### src/rtl/id_stage_pipe_if.sv
// IF/ID -> ID/EX boundary signals for the decode stage: upstream instruction slot,
// writeback port, hazard/stall feedback and the registered ID/EX payload.
interface id_stage_pipe_if #(
    parameter int DATA_W = 32
);
    logic              if_valid;
    logic [31:0]       if_pc;
    logic [31:0]       if_instr;
    logic              flush;
    logic              out_ready;
    logic              reg_write;
    logic [4:0]        write_reg;
    logic [DATA_W-1:0] write_data;

    logic              stall_out;
    logic              ex_valid;
    logic [31:0]       pc_out;
    logic [DATA_W-1:0] rd1_out;
    logic [DATA_W-1:0] rd2_out;
    logic [DATA_W-1:0] imm_out;
    logic [4:0]        rs_out;
    logic [4:0]        rt_out;
    logic [4:0]        rd_out;
    logic [1:0]        wb_out;
    logic [2:0]        mem_out;
    logic [3:0]        ex_out;

    modport master (
        output if_valid, if_pc, if_instr, flush, out_ready,
               reg_write, write_reg, write_data,
        input  stall_out, ex_valid, pc_out, rd1_out, rd2_out, imm_out,
               rs_out, rt_out, rd_out, wb_out, mem_out, ex_out
    );

    modport slave (
        input  if_valid, if_pc, if_instr, flush, out_ready,
               reg_write, write_reg, write_data,
        output stall_out, ex_valid, pc_out, rd1_out, rd2_out, imm_out,
               rs_out, rt_out, rd_out, wb_out, mem_out, ex_out
    );
endinterface

### src/rtl/id_stage_pipe.sv
// MIPS-style instruction decode stage: register file with write-through bypass,
// control decode, load-use hazard detection and the ID/EX pipeline register.
module id_stage_pipe #(
    parameter int DATA_W  = 32,
    parameter int REG_CNT = 32
) (
    input  logic         clk,
    input  logic         rst,
    id_stage_pipe_if.slave bus
);
    localparam int REG_AW = $clog2(REG_CNT);

    localparam logic [5:0] OP_RTYPE = 6'b000000;
    localparam logic [5:0] OP_LW    = 6'b100011;
    localparam logic [5:0] OP_SW    = 6'b101011;
    localparam logic [5:0] OP_BEQ   = 6'b000100;

    typedef struct packed {
        logic [1:0] wb;   // {RegWrite, MemtoReg}
        logic [2:0] mem;  // {Branch, MemRead, MemWrite}
        logic [3:0] ex;   // {RegDst, ALUOp[1:0], ALUSrc}
    } ctrl_t;

    typedef struct packed {
        logic              valid;
        ctrl_t             ctrl;
        logic [31:0]       pc;
        logic [DATA_W-1:0] rd1;
        logic [DATA_W-1:0] rd2;
        logic [DATA_W-1:0] imm;
        logic [4:0]        rs;
        logic [4:0]        rt;
        logic [4:0]        rd;
    } idex_t;

    logic [5:0]        opcode;
    logic [4:0]        rs, rt, rd;
    logic [REG_AW-1:0] rs_a, rt_a, wr_a, ex_rt_a;
    logic              wr_en;
    logic [DATA_W-1:0] rd1, rd2, imm;
    logic [DATA_W-1:0] regs [REG_CNT];
    ctrl_t             dec_ctrl;
    idex_t             idex_q, idex_d, load_val;
    logic              hazard;

    assign opcode = bus.if_instr[31:26];
    assign rs     = bus.if_instr[25:21];
    assign rt     = bus.if_instr[20:16];
    assign rd     = bus.if_instr[15:11];
    assign imm    = {{(DATA_W-16){bus.if_instr[15]}}, bus.if_instr[15:0]};

    // Register indices drop the upper field bits when REG_CNT < 32, so aliases
    // (e.g. 9 -> 1 with eight registers) resolve to the same storage.
    assign rs_a    = rs[REG_AW-1:0];
    assign rt_a    = rt[REG_AW-1:0];
    assign wr_a    = bus.write_reg[REG_AW-1:0];
    assign ex_rt_a = idex_q.rt[REG_AW-1:0];
    assign wr_en   = bus.reg_write && (wr_a != '0);

    always_ff @(posedge clk) begin
        // NOTE: the register file is cleared on reset, so it is built from flops rather than
        // a RAM macro, which cannot be reset in a single cycle.
        // NOTE: non-blocking assignments make every flop sample pre-edge values,
        // independent of statement order.
        if (rst) begin
            for (int i = 0; i < REG_CNT; i++) regs[i] <= '0;
        end else if (wr_en) begin
            regs[wr_a] <= bus.write_data;
        end
    end

    // Same-cycle writeback bypasses the array so ID sees the value being written.
    assign rd1 = (rs_a == '0)                 ? '0             :
                 (wr_en && (wr_a == rs_a))    ? bus.write_data : regs[rs_a];
    assign rd2 = (rt_a == '0)                 ? '0             :
                 (wr_en && (wr_a == rt_a))    ? bus.write_data : regs[rt_a];

    always_comb begin
        // NOTE: assigning a default before the case keeps every path driven; without it
        // an unlisted opcode would hold the old value and infer a latch.
        dec_ctrl = '0;
        case (opcode)
            OP_RTYPE: dec_ctrl = '{wb: 2'b10, mem: 3'b000, ex: 4'b1100};
            OP_LW:    dec_ctrl = '{wb: 2'b11, mem: 3'b010, ex: 4'b0001};
            OP_SW:    dec_ctrl = '{wb: 2'b00, mem: 3'b001, ex: 4'b0001};
            OP_BEQ:   dec_ctrl = '{wb: 2'b00, mem: 3'b100, ex: 4'b0010};
            default:  dec_ctrl = '0;
        endcase
    end

    // A load in ID/EX whose destination feeds the instruction in IF/ID.
    assign hazard = bus.if_valid && idex_q.valid && idex_q.ctrl.mem[1] &&
                    (ex_rt_a != '0) && ((ex_rt_a == rs_a) || (ex_rt_a == rt_a));

    assign load_val = '{valid: 1'b1, ctrl: dec_ctrl, pc: bus.if_pc,
                        rd1: rd1, rd2: rd2, imm: imm, rs: rs, rt: rt, rd: rd};

    // Flush and bubble both capture the data fields but zero valid and controls.
    always_comb begin
        idex_d = load_val;
        if (bus.flush) begin
            idex_d.valid = 1'b0;
            idex_d.ctrl  = '0;
        end else if (!bus.out_ready) begin
            idex_d = idex_q;
        end else if (hazard || !bus.if_valid) begin
            idex_d.valid = 1'b0;
            idex_d.ctrl  = '0;
        end
    end

    always_ff @(posedge clk) begin
        if (rst) idex_q <= '0;
        else     idex_q <= idex_d;
    end

    assign bus.stall_out = (!bus.out_ready || hazard) && !bus.flush && !rst;

    assign bus.ex_valid = idex_q.valid;
    assign bus.wb_out   = idex_q.ctrl.wb;
    assign bus.mem_out  = idex_q.ctrl.mem;
    assign bus.ex_out   = idex_q.ctrl.ex;
    assign bus.pc_out   = idex_q.pc;
    assign bus.rd1_out  = idex_q.rd1;
    assign bus.rd2_out  = idex_q.rd2;
    assign bus.imm_out  = idex_q.imm;
    assign bus.rs_out   = idex_q.rs;
    assign bus.rt_out   = idex_q.rt;
    assign bus.rd_out   = idex_q.rd;
endmodule

### src/flat_wrapper.sv
// flat-port wrapper written by rule: the top's interface ports become plain ports
module id_stage_pipe_flat 
#(
    parameter int DATA_W  = 32,
    parameter int REG_CNT = 32
)
  (clk, rst, bus_if_valid, bus_if_pc, bus_if_instr, bus_flush, bus_out_ready, bus_reg_write, bus_write_reg, bus_write_data, bus_stall_out, bus_ex_valid, bus_pc_out, bus_rd1_out, bus_rd2_out, bus_imm_out, bus_rs_out, bus_rt_out, bus_rd_out, bus_wb_out, bus_mem_out, bus_ex_out);
  id_stage_pipe_if #(.DATA_W(DATA_W)) bus_i ();
  input  logic clk;
  input  logic rst;
  input wire logic [$bits(bus_i.if_valid)-1:0] bus_if_valid;
  input wire logic [$bits(bus_i.if_pc)-1:0] bus_if_pc;
  input wire logic [$bits(bus_i.if_instr)-1:0] bus_if_instr;
  input wire logic [$bits(bus_i.flush)-1:0] bus_flush;
  input wire logic [$bits(bus_i.out_ready)-1:0] bus_out_ready;
  input wire logic [$bits(bus_i.reg_write)-1:0] bus_reg_write;
  input wire logic [$bits(bus_i.write_reg)-1:0] bus_write_reg;
  input wire logic [$bits(bus_i.write_data)-1:0] bus_write_data;
  output wire logic [$bits(bus_i.stall_out)-1:0] bus_stall_out;
  output wire logic [$bits(bus_i.ex_valid)-1:0] bus_ex_valid;
  output wire logic [$bits(bus_i.pc_out)-1:0] bus_pc_out;
  output wire logic [$bits(bus_i.rd1_out)-1:0] bus_rd1_out;
  output wire logic [$bits(bus_i.rd2_out)-1:0] bus_rd2_out;
  output wire logic [$bits(bus_i.imm_out)-1:0] bus_imm_out;
  output wire logic [$bits(bus_i.rs_out)-1:0] bus_rs_out;
  output wire logic [$bits(bus_i.rt_out)-1:0] bus_rt_out;
  output wire logic [$bits(bus_i.rd_out)-1:0] bus_rd_out;
  output wire logic [$bits(bus_i.wb_out)-1:0] bus_wb_out;
  output wire logic [$bits(bus_i.mem_out)-1:0] bus_mem_out;
  output wire logic [$bits(bus_i.ex_out)-1:0] bus_ex_out;
  assign bus_i.if_valid = bus_if_valid;
  assign bus_i.if_pc = bus_if_pc;
  assign bus_i.if_instr = bus_if_instr;
  assign bus_i.flush = bus_flush;
  assign bus_i.out_ready = bus_out_ready;
  assign bus_i.reg_write = bus_reg_write;
  assign bus_i.write_reg = bus_write_reg;
  assign bus_i.write_data = bus_write_data;
  assign bus_stall_out = bus_i.stall_out;
  assign bus_ex_valid = bus_i.ex_valid;
  assign bus_pc_out = bus_i.pc_out;
  assign bus_rd1_out = bus_i.rd1_out;
  assign bus_rd2_out = bus_i.rd2_out;
  assign bus_imm_out = bus_i.imm_out;
  assign bus_rs_out = bus_i.rs_out;
  assign bus_rt_out = bus_i.rt_out;
  assign bus_rd_out = bus_i.rd_out;
  assign bus_wb_out = bus_i.wb_out;
  assign bus_mem_out = bus_i.mem_out;
  assign bus_ex_out = bus_i.ex_out;
  id_stage_pipe #(.DATA_W(DATA_W), .REG_CNT(REG_CNT)) u_core (.clk(clk), .rst(rst), .bus(bus_i));
endmodule
### config.mk
export PLATFORM = sky130hd
export DESIGN_NAME = id_stage_pipe_flat
export DESIGN_NICKNAME = d
export VERILOG_FILES = /design/src/rtl/id_stage_pipe_if.sv /design/src/rtl/id_stage_pipe.sv /design/src/flat_wrapper.sv
export SDC_FILE = /design/constraint.sdc
export NUM_CORES = 2
export LEC_CHECK = 0
export BUFFER_PORTS_ARGS = -buffer_cell sky130_fd_sc_hd__buf_2
export CORE_MARGIN = 1
export CORE_UTILIZATION = 35
export DETAILED_ROUTE_END_ITERATION = 12
export GPL_ROUTABILITY_DRIVEN = 0
export GPL_TIMING_DRIVEN = 0
export SETUP_SLACK_MARGIN = 0.2
export SYNTH_ARGS = -nofsm -noshare
export SYNTH_HDL_FRONTEND = slang
export SYNTH_SLANG_ARGS = --single-unit
### constraint.sdc
create_clock -name clk -period 4.52 [get_ports clk]
set_clock_uncertainty 0.15 [all_clocks]
set_input_delay 0.904 -clock clk [delete_from_list [all_inputs] [get_ports clk]]
set_output_delay 0.904 -clock clk [all_outputs]
set_load 0.02 [all_outputs]
# Word-level counts from Yosys, hierarchy flattened
# Memory sizes are Yosys's and may differ from the RTL's.
# Cells that the tools add are included.
[totals]
reg_bits = 153
latchBits = 0
ramBits = 1024
romBits = 0
inputBits = 107
output_inout_bits = 154
word_cells = 59
memories = 1
[classes]
n_addsub = 0
multipliers = 0
div = 0
n_lt_le_gt_ge = 0
n_eq_ne = 7
shifts = 0
muxes = 16
bitwise_logic = 0
n_reduce_logical = 24
[mem_list]
columns = ["name", "words", "width", "read_ports", "rd_clocked_by_memory_dff", "write_ports", "line_no", "text"]
rows = [
  ["u_core.regs", 32, 32, 2, 0, 32, "id_stage_pipe.sv:41", "logic [DATA_W-1:0] regs [REG_CNT];"],
]
[op_table]
columns = ["operator", "count"]
rows = [
  ["143-bit two-way mux", 2],
  ["32-bit two-way mux", 5],
  ["9-bit one-hot mux with 4 select lines", 1],
  ["32-bit OR reduction", 1],
  ["5-bit == test", 4],
  ["6-bit == test (second input constant)", 2],
  ["5-bit logical NOT", 2],
  ["10-bit two-way mux", 1],
  ["5-bit nonzero test", 2],
  ["1-bit logical AND", 9],
  ["6-bit by 3-bit == test with 1-bit output (second input constant)", 1],
  ["6-bit logical NOT", 1],
  ["1-bit two-way mux", 6],
  ["5-bit two-way mux", 1],
  ["1-bit logical NOT", 4],
  ["1-bit logical OR", 3],
  ["2-bit nonzero test", 1],
  ["2-bit OR reduction", 1],
]

# Longest topological paths before layout
[depth]
word_depth = 7
depth_mapped = 10
mapped_depth_nobuf = 5

# Worst setup path before layout
# Ideal clock, no wire load.
[synth_timing]
path_kind = "in2reg"
startpoint = "in rst"
endpoint = "mem u_core.regs[24][0], enable pin"
setup_ns = 0.466
arrival_ns = 4.249
required_ns = 3.904
slack_ns = -0.344
path_stages = 5
path_buffers = 2
path_cell_list = "buf_2 > nor2_1 > or4b_1 > buf_2 > o21ai_0"
[synth_lines]
columns = ["item", "line_no", "text"]
rows = [
  ["from (decl)", "flat_wrapper.sv:10", "input logic rst;"],
  ["to (decl)", "id_stage_pipe.sv:41", ""],
]

# Worst setup path in the final report
[layout_timing]
startpoint = "in bus_if_instr[19]"
endpoint = "reg u_core.idex_q (netlist bit u_core.bus.rd2_out[2])"
[layout_between]
elab_chain_len = 6
word_cells_on_any_way = 8
classes_between = "eq/ne: 1; mux: 4; reduce/logical: 2; memory: 1"
[layout_lines]
columns = ["item", "line_no", "text"]
rows = [
  ["from (decl)", "flat_wrapper.sv:13", "input wire logic [$bits(bus_i.if_instr)-1:0] bus_if_instr;"],
  ["branches (longest 3 deep; another with memory 32 x 32 bit)", "-", ""],
  ["32-bit two-way mux *", "id_stage_pipe.sv:75", "assign rd2 = (rt_a == '0) ? '0 :"],
  ["143-bit two-way mux", "id_stage_pipe.sv:104", "end else if (!bus.out_ready) begin"],
  ["143-bit two-way mux *", "id_stage_pipe.sv:101", "if (bus.flush) begin"],
  ["to (signal assigned)", "id_stage_pipe.sv:114", "else idex_q <= idex_d;"],
  ["to (decl)", "id_stage_pipe.sv:43", "idex_t idex_q, idex_d, load_val;"],
]
# Every way passes the cells marked *. The select of a mux whose other input is x is not followed.
# A chain may end at the register's enable or synchronous reset.

==> tab_implementation.tex <==
\begin{tabular}{lr}
\hline
Metric & Value \\
\hline
\multicolumn{2}{l}{\textbf{Logic synthesis}} \\
Synthesized-area fraction occupied by xor and xnor cells & 0.2956\% \\
Distinct cell type count of the synthesized netlist & 60 \\
Most used DFF post-synth & sky130\_fd\_sc\_hd\_\_edfxtp\_1 \\
Part of the Yosys area used for sequential elements & 56.26\% \\
Synthesized-area fraction occupied by adder cells & 0\% \\
Mux share of post-synthesis cell area & 20.61\% \\
Area share of the largest cell type after synthesis & 51.90\% \\
Post-synthesis compound-gate area fraction & 5.412\% \\
Simple logic cell fraction of the synthesized area & 13.64\% \\
Post-synthesis instance total & 4129 \\
EDFF count, synth & 1024 \\
Share of async-settable or async-resettable flops after synthesis & 0\% \\
Synth warnings & 0 \\
Number of synthesized register bits & 1153 \\
Most used standard cell by instance count after synthesis & sky130\_fd\_sc\_hd\_\_edfxtp\_1 \\
Biggest area consumer among synthesized cells & sky130\_fd\_sc\_hd\_\_edfxtp\_1 \\
Syn Std Cell Area & 59250 um\^{}2 \\
Post-Syn Area per Cell & 14.35 um\^{}2 \\
Commonest cells in the synthesized netlist & sky130\_fd\_sc\_hd\_\_edfxtp\_1, sky130\_fd\_sc\_hd\_\_and2\_1, sky130\_fd\_sc\_hd\_\_mux4\_2, sky130\_fd\_sc\_hd\_\_clkbuf\_1, sky130\_fd\_sc\_hd\_\_nand2\_1 \\
Most area-consuming cells after synthesis & sky130\_fd\_sc\_hd\_\_edfxtp\_1, sky130\_fd\_sc\_hd\_\_mux4\_2, sky130\_fd\_sc\_hd\_\_and2\_1 \\
Dominant combinational cell family by area after synthesis & multiplexers \\
\multicolumn{2}{l}{\textbf{Worst setup path}} \\
Max incr delay on CP & 920 ps \\
Slowest stage cell on the critical path & sky130\_fd\_sc\_hd\_\_clkbuf\_1 \\
Sort of element at the end of the critical path & flip-flop \\
RR Endpoint & u\_core.bus.rd2\_out[25] \\
R2R cell count & 5 \\
Ordered cell list for the critical path & buf\_2 > buf\_2 > and2\_1 > clkbuf\_1 > buf\_2 > clkbuf\_1 > a21oi\_1 > a211oi\_1 > a221o\_1 \\
Highest net fanout along the worst path & 10 \\
Critical Setup Path Class & primary input to flip-flop \\
Worst path bufs/invs & 5 \\
Launching point of the worst reg2reg path & u\_core.regs[24][25] \\
Cell mode on critical path & sky130\_fd\_sc\_hd\_\_buf\_2 \\
Crit path arrival time & 5120 ps \\
Setup slack of the worst register-to-register path & 1610 ps \\
Startpoint type of the worst setup path & primary input \\
Data required, critical path & 5140 ps \\
CP top delay family & buffers and inverters \\
\multicolumn{2}{l}{\textbf{Placement}} \\
Sum of net half-perimeters after detailed placement & 190.1 mm \\
Worst slack after detailed placement & -815.5 ps \\
Dpl cell area & 65070 um\^{}2 \\
Number of port buffers & 249 \\
\multicolumn{2}{l}{\textbf{Layout}} \\
Fraction of final layout cells sized beyond drive strength 1 & 24.53\% \\
Combined area of the multi-input logic cells & 24170 um\^{}2 \\
Layout Area Growth over Synthesis & 17.20\% \\
Storage element area & 33330 um\^{}2 \\
Net count, final & 4704 \\
Cell area after layout & 69440 um\^{}2 \\
Final-layout fill cell count & 15.34k \\
\multicolumn{2}{l}{\textbf{Floorplan}} \\
Starting utilization of the core area & 35.35\% \\
Height of the die & 413.4 um \\
Floorplan die width & 413.4 um \\
Number of top-level pins & 261 \\
Core area & 167600 um\^{}2 \\
Area of the die & 170900 um\^{}2 \\
Number of rows in the core area & 150 \\
\multicolumn{2}{l}{\textbf{Hold path}} \\
Startpoint of the lowest-slack hold path & bus\_if\_instr[9] \\
Number of stages on the worst hold path & 3 \\
Hold EP & u\_core.bus.imm\_out[9] \\
Class of the worst hold path & primary input to flip-flop \\
\multicolumn{2}{l}{\textbf{GRT}} \\
Global-route usage over all layers & 31.25\% \\
Total global routing overflow & 0 \\
Initial antenna violation count & 22 \\
Vias in the first global route & 41.44k \\
Pin count of the biggest net entering global routing & 33 \\
First-pass GRT wire length & 356.4 mm \\
\multicolumn{2}{l}{\textbf{Timing}} \\
Post-route fraction of the period consumed by the critical path & 99.73\% \\
Transition time at the pin with the least slew margin & 1771 ps \\
Count of pins over their slew limit & 72 \\
RSZ-0062 raised after global routing & false \\
Hold Fails Final Rpt & 0 \\
Final setup vio count & 0 \\
Worst slew margin relative to its limit & -18.99\% \\
Minimum setup slack in the final design & 12.13 ps \\
Period minus WS final & 4508 ps \\
Highest clock frequency the design can meet & 221.8 MHz \\
\multicolumn{2}{l}{\textbf{CTS}} \\
Clock sinks & 1153 \\
Number of H-tree levels & 4 \\
Clock slew at the register clock pins of the worst setup and hold paths & 60 ps \\
Latest clock arrival within the worst-skew pair & 830 ps \\
TritonCTS buffer count & 133 \\
Clock root buffer & sky130\_fd\_sc\_hd\_\_clkbuf\_16 \\
Buffers from clock root to sink, at most & 3 \\
CTS tree & built \\
Total setup buffers inserted after CTS & 0 \\
\multicolumn{2}{l}{\textbf{Routing}} \\
Remaining number of nets flagged by the antenna check after routing & 0 \\
Drt initial violations & 8077 \\
Vias after detailed routing & 44.12k \\
Post-route DRC violation count & 0 \\
Average detailed-routed wire length per instance & 39.23 um \\
Wire length after detailed routing & 271.7 mm \\
Vias/cell & 6.371 \\
Number of detailed-route iterations in the first pass & 6 \\
\multicolumn{2}{l}{\textbf{Power}} \\
Leakage power of the design & 24.59 nW \\
PD cells & 393.4 nW/um\^{}2 \\
Total Power Consumption & 27.32 mW \\
Worst-case vdd ir drop & 0.3036 mV \\
\multicolumn{2}{l}{\textbf{Outcome}} \\
Violations in the final reports & capacitance limit, slew limit \\
Status & finished, violations left \\
\multicolumn{2}{l}{\textbf{Run}} \\
Maximum Capacitance Violations & 8 \\
\hline
\end{tabular}
logic make-up (layout without fill, tap and decap cells):
family | count (synthesis) | after routing
XOR/XNOR | 20 | 20
AO/OA/AOI/OAI | 458 | 458
multiplexers | 656 | 656
flip-flops | 1153 | 1153
buffers and inverters | 461 | 1005
other | 1 | 49
AND/OR/NAND/NOR | 1380 | 1380
where the power goes:
part,total (mW),switching (mW),internal (mW)
logic,3.78,2.44,1.34
clock network,10.9,4.67,6.28
registers,12.6,0.374,12.2
worst reg2reg max path: stages, from the launching register on:
cell,delay (ps)
sky130_fd_sc_hd__edfxtp_1,390
sky130_fd_sc_hd__mux4_2,510
sky130_fd_sc_hd__a22o_1,240
sky130_fd_sc_hd__a221oi_1,750
sky130_fd_sc_hd__a2111oi_0,370
sky130_fd_sc_hd__a221o_1,380
layer usage:
metal | vias up | track usage (%) | routed length [um]
met5 | - | 0.7066 | 251
met4 | 22 | 24.31 | 25220
met3 | 982 | 13.49 | 43100
met2 | 4165 | 43.39 | 110000
met1 | 22243 | 37.84 | 93110
li1 | 16705 | - | -
worst max-delay path by stage:
stage                startpoint                     end  slack [ps]  depth (start not counted)
6_report       bus_if_instr[19]   u_core.bus.rd2_out[2]          10                          9
5_1_grt        bus_if_instr[20]   u_core.bus.rd2_out[2]         220                          7
4_1_cts        bus_if_instr[18]  u_core.bus.rd2_out[13]         280                          9
3_5_place_dp   bus_if_instr[18]  u_core.bus.rd2_out[13]        -820                          9
3_3_place_gp                rst      u_core.regs[4][14]       -4730                          5
2_1_floorplan               rst      u_core.regs[24][0]        -340                          5
through the flow:
step	TNS [ps]	hold slack, ps	instances	utilization [%]
after floorplan	-82410	380.2	4160	-
after global routing	0	193.4	6910	41.41
after global placement	-2480000	285.7	6613	37.81
after detailed placement	-16900	290.6	6666	38.83
after CTS	0	159.9	6908	41.39
final	0	186.9	6925	41.43
cell type report:
class / count / area share [%]
sequential: 1153 / 48.00
antenna: 17 / 0.06126
multi-input combinational: 2546 / 34.80
inverter: 2 / 0.01081
tap: 2204 / 3.971
clock inverter: 51 / 0.7352
clock buffer: 191 / 5.436
timing repair buffer: 302 / 3.701
buffer: 459 / 3.279
placed cells by master (no fill, tap or decap), types with 57 or more instances in the layout:
master	Yosys	layout
sky130_fd_sc_hd__edfxtp_1	1024	1024
sky130_fd_sc_hd__and2_1	994	994
sky130_fd_sc_hd__mux4_2	433	433
sky130_fd_sc_hd__clkbuf_1	304	327
sky130_fd_sc_hd__buf_2	65	313
sky130_fd_sc_hd__nand2_1	199	199
sky130_fd_sc_hd__mux2i_1	196	195
sky130_fd_sc_hd__clkbuf_16	0	139
sky130_fd_sc_hd__dfxtp_1	129	129
sky130_fd_sc_hd__o22ai_1	105	105
sky130_fd_sc_hd__a21oi_1	72	72
sky130_fd_sc_hd__a22oi_1	65	65
sky130_fd_sc_hd__a211oi_1	58	57
timing repair:
item                       CTS  global route
setup endpoints to repair    7             6
hold buffers                 0             0
resized for setup            3             7
sequential cells by signal (all words and copies together), names as in the netlist, 3 cells and up:
name	cells
u_core.regs	1024
u_core.bus.pc_out	32
u_core.bus.rd1_out	32
u_core.bus.rd2_out	32
u_core.bus.imm_out	12
u_core.bus.rs_out	5
u_core.bus.rt_out	5
u_core.bus.rd_out	4
u_core.bus.ex_out	3
Power figures use the tool's default switching activity.
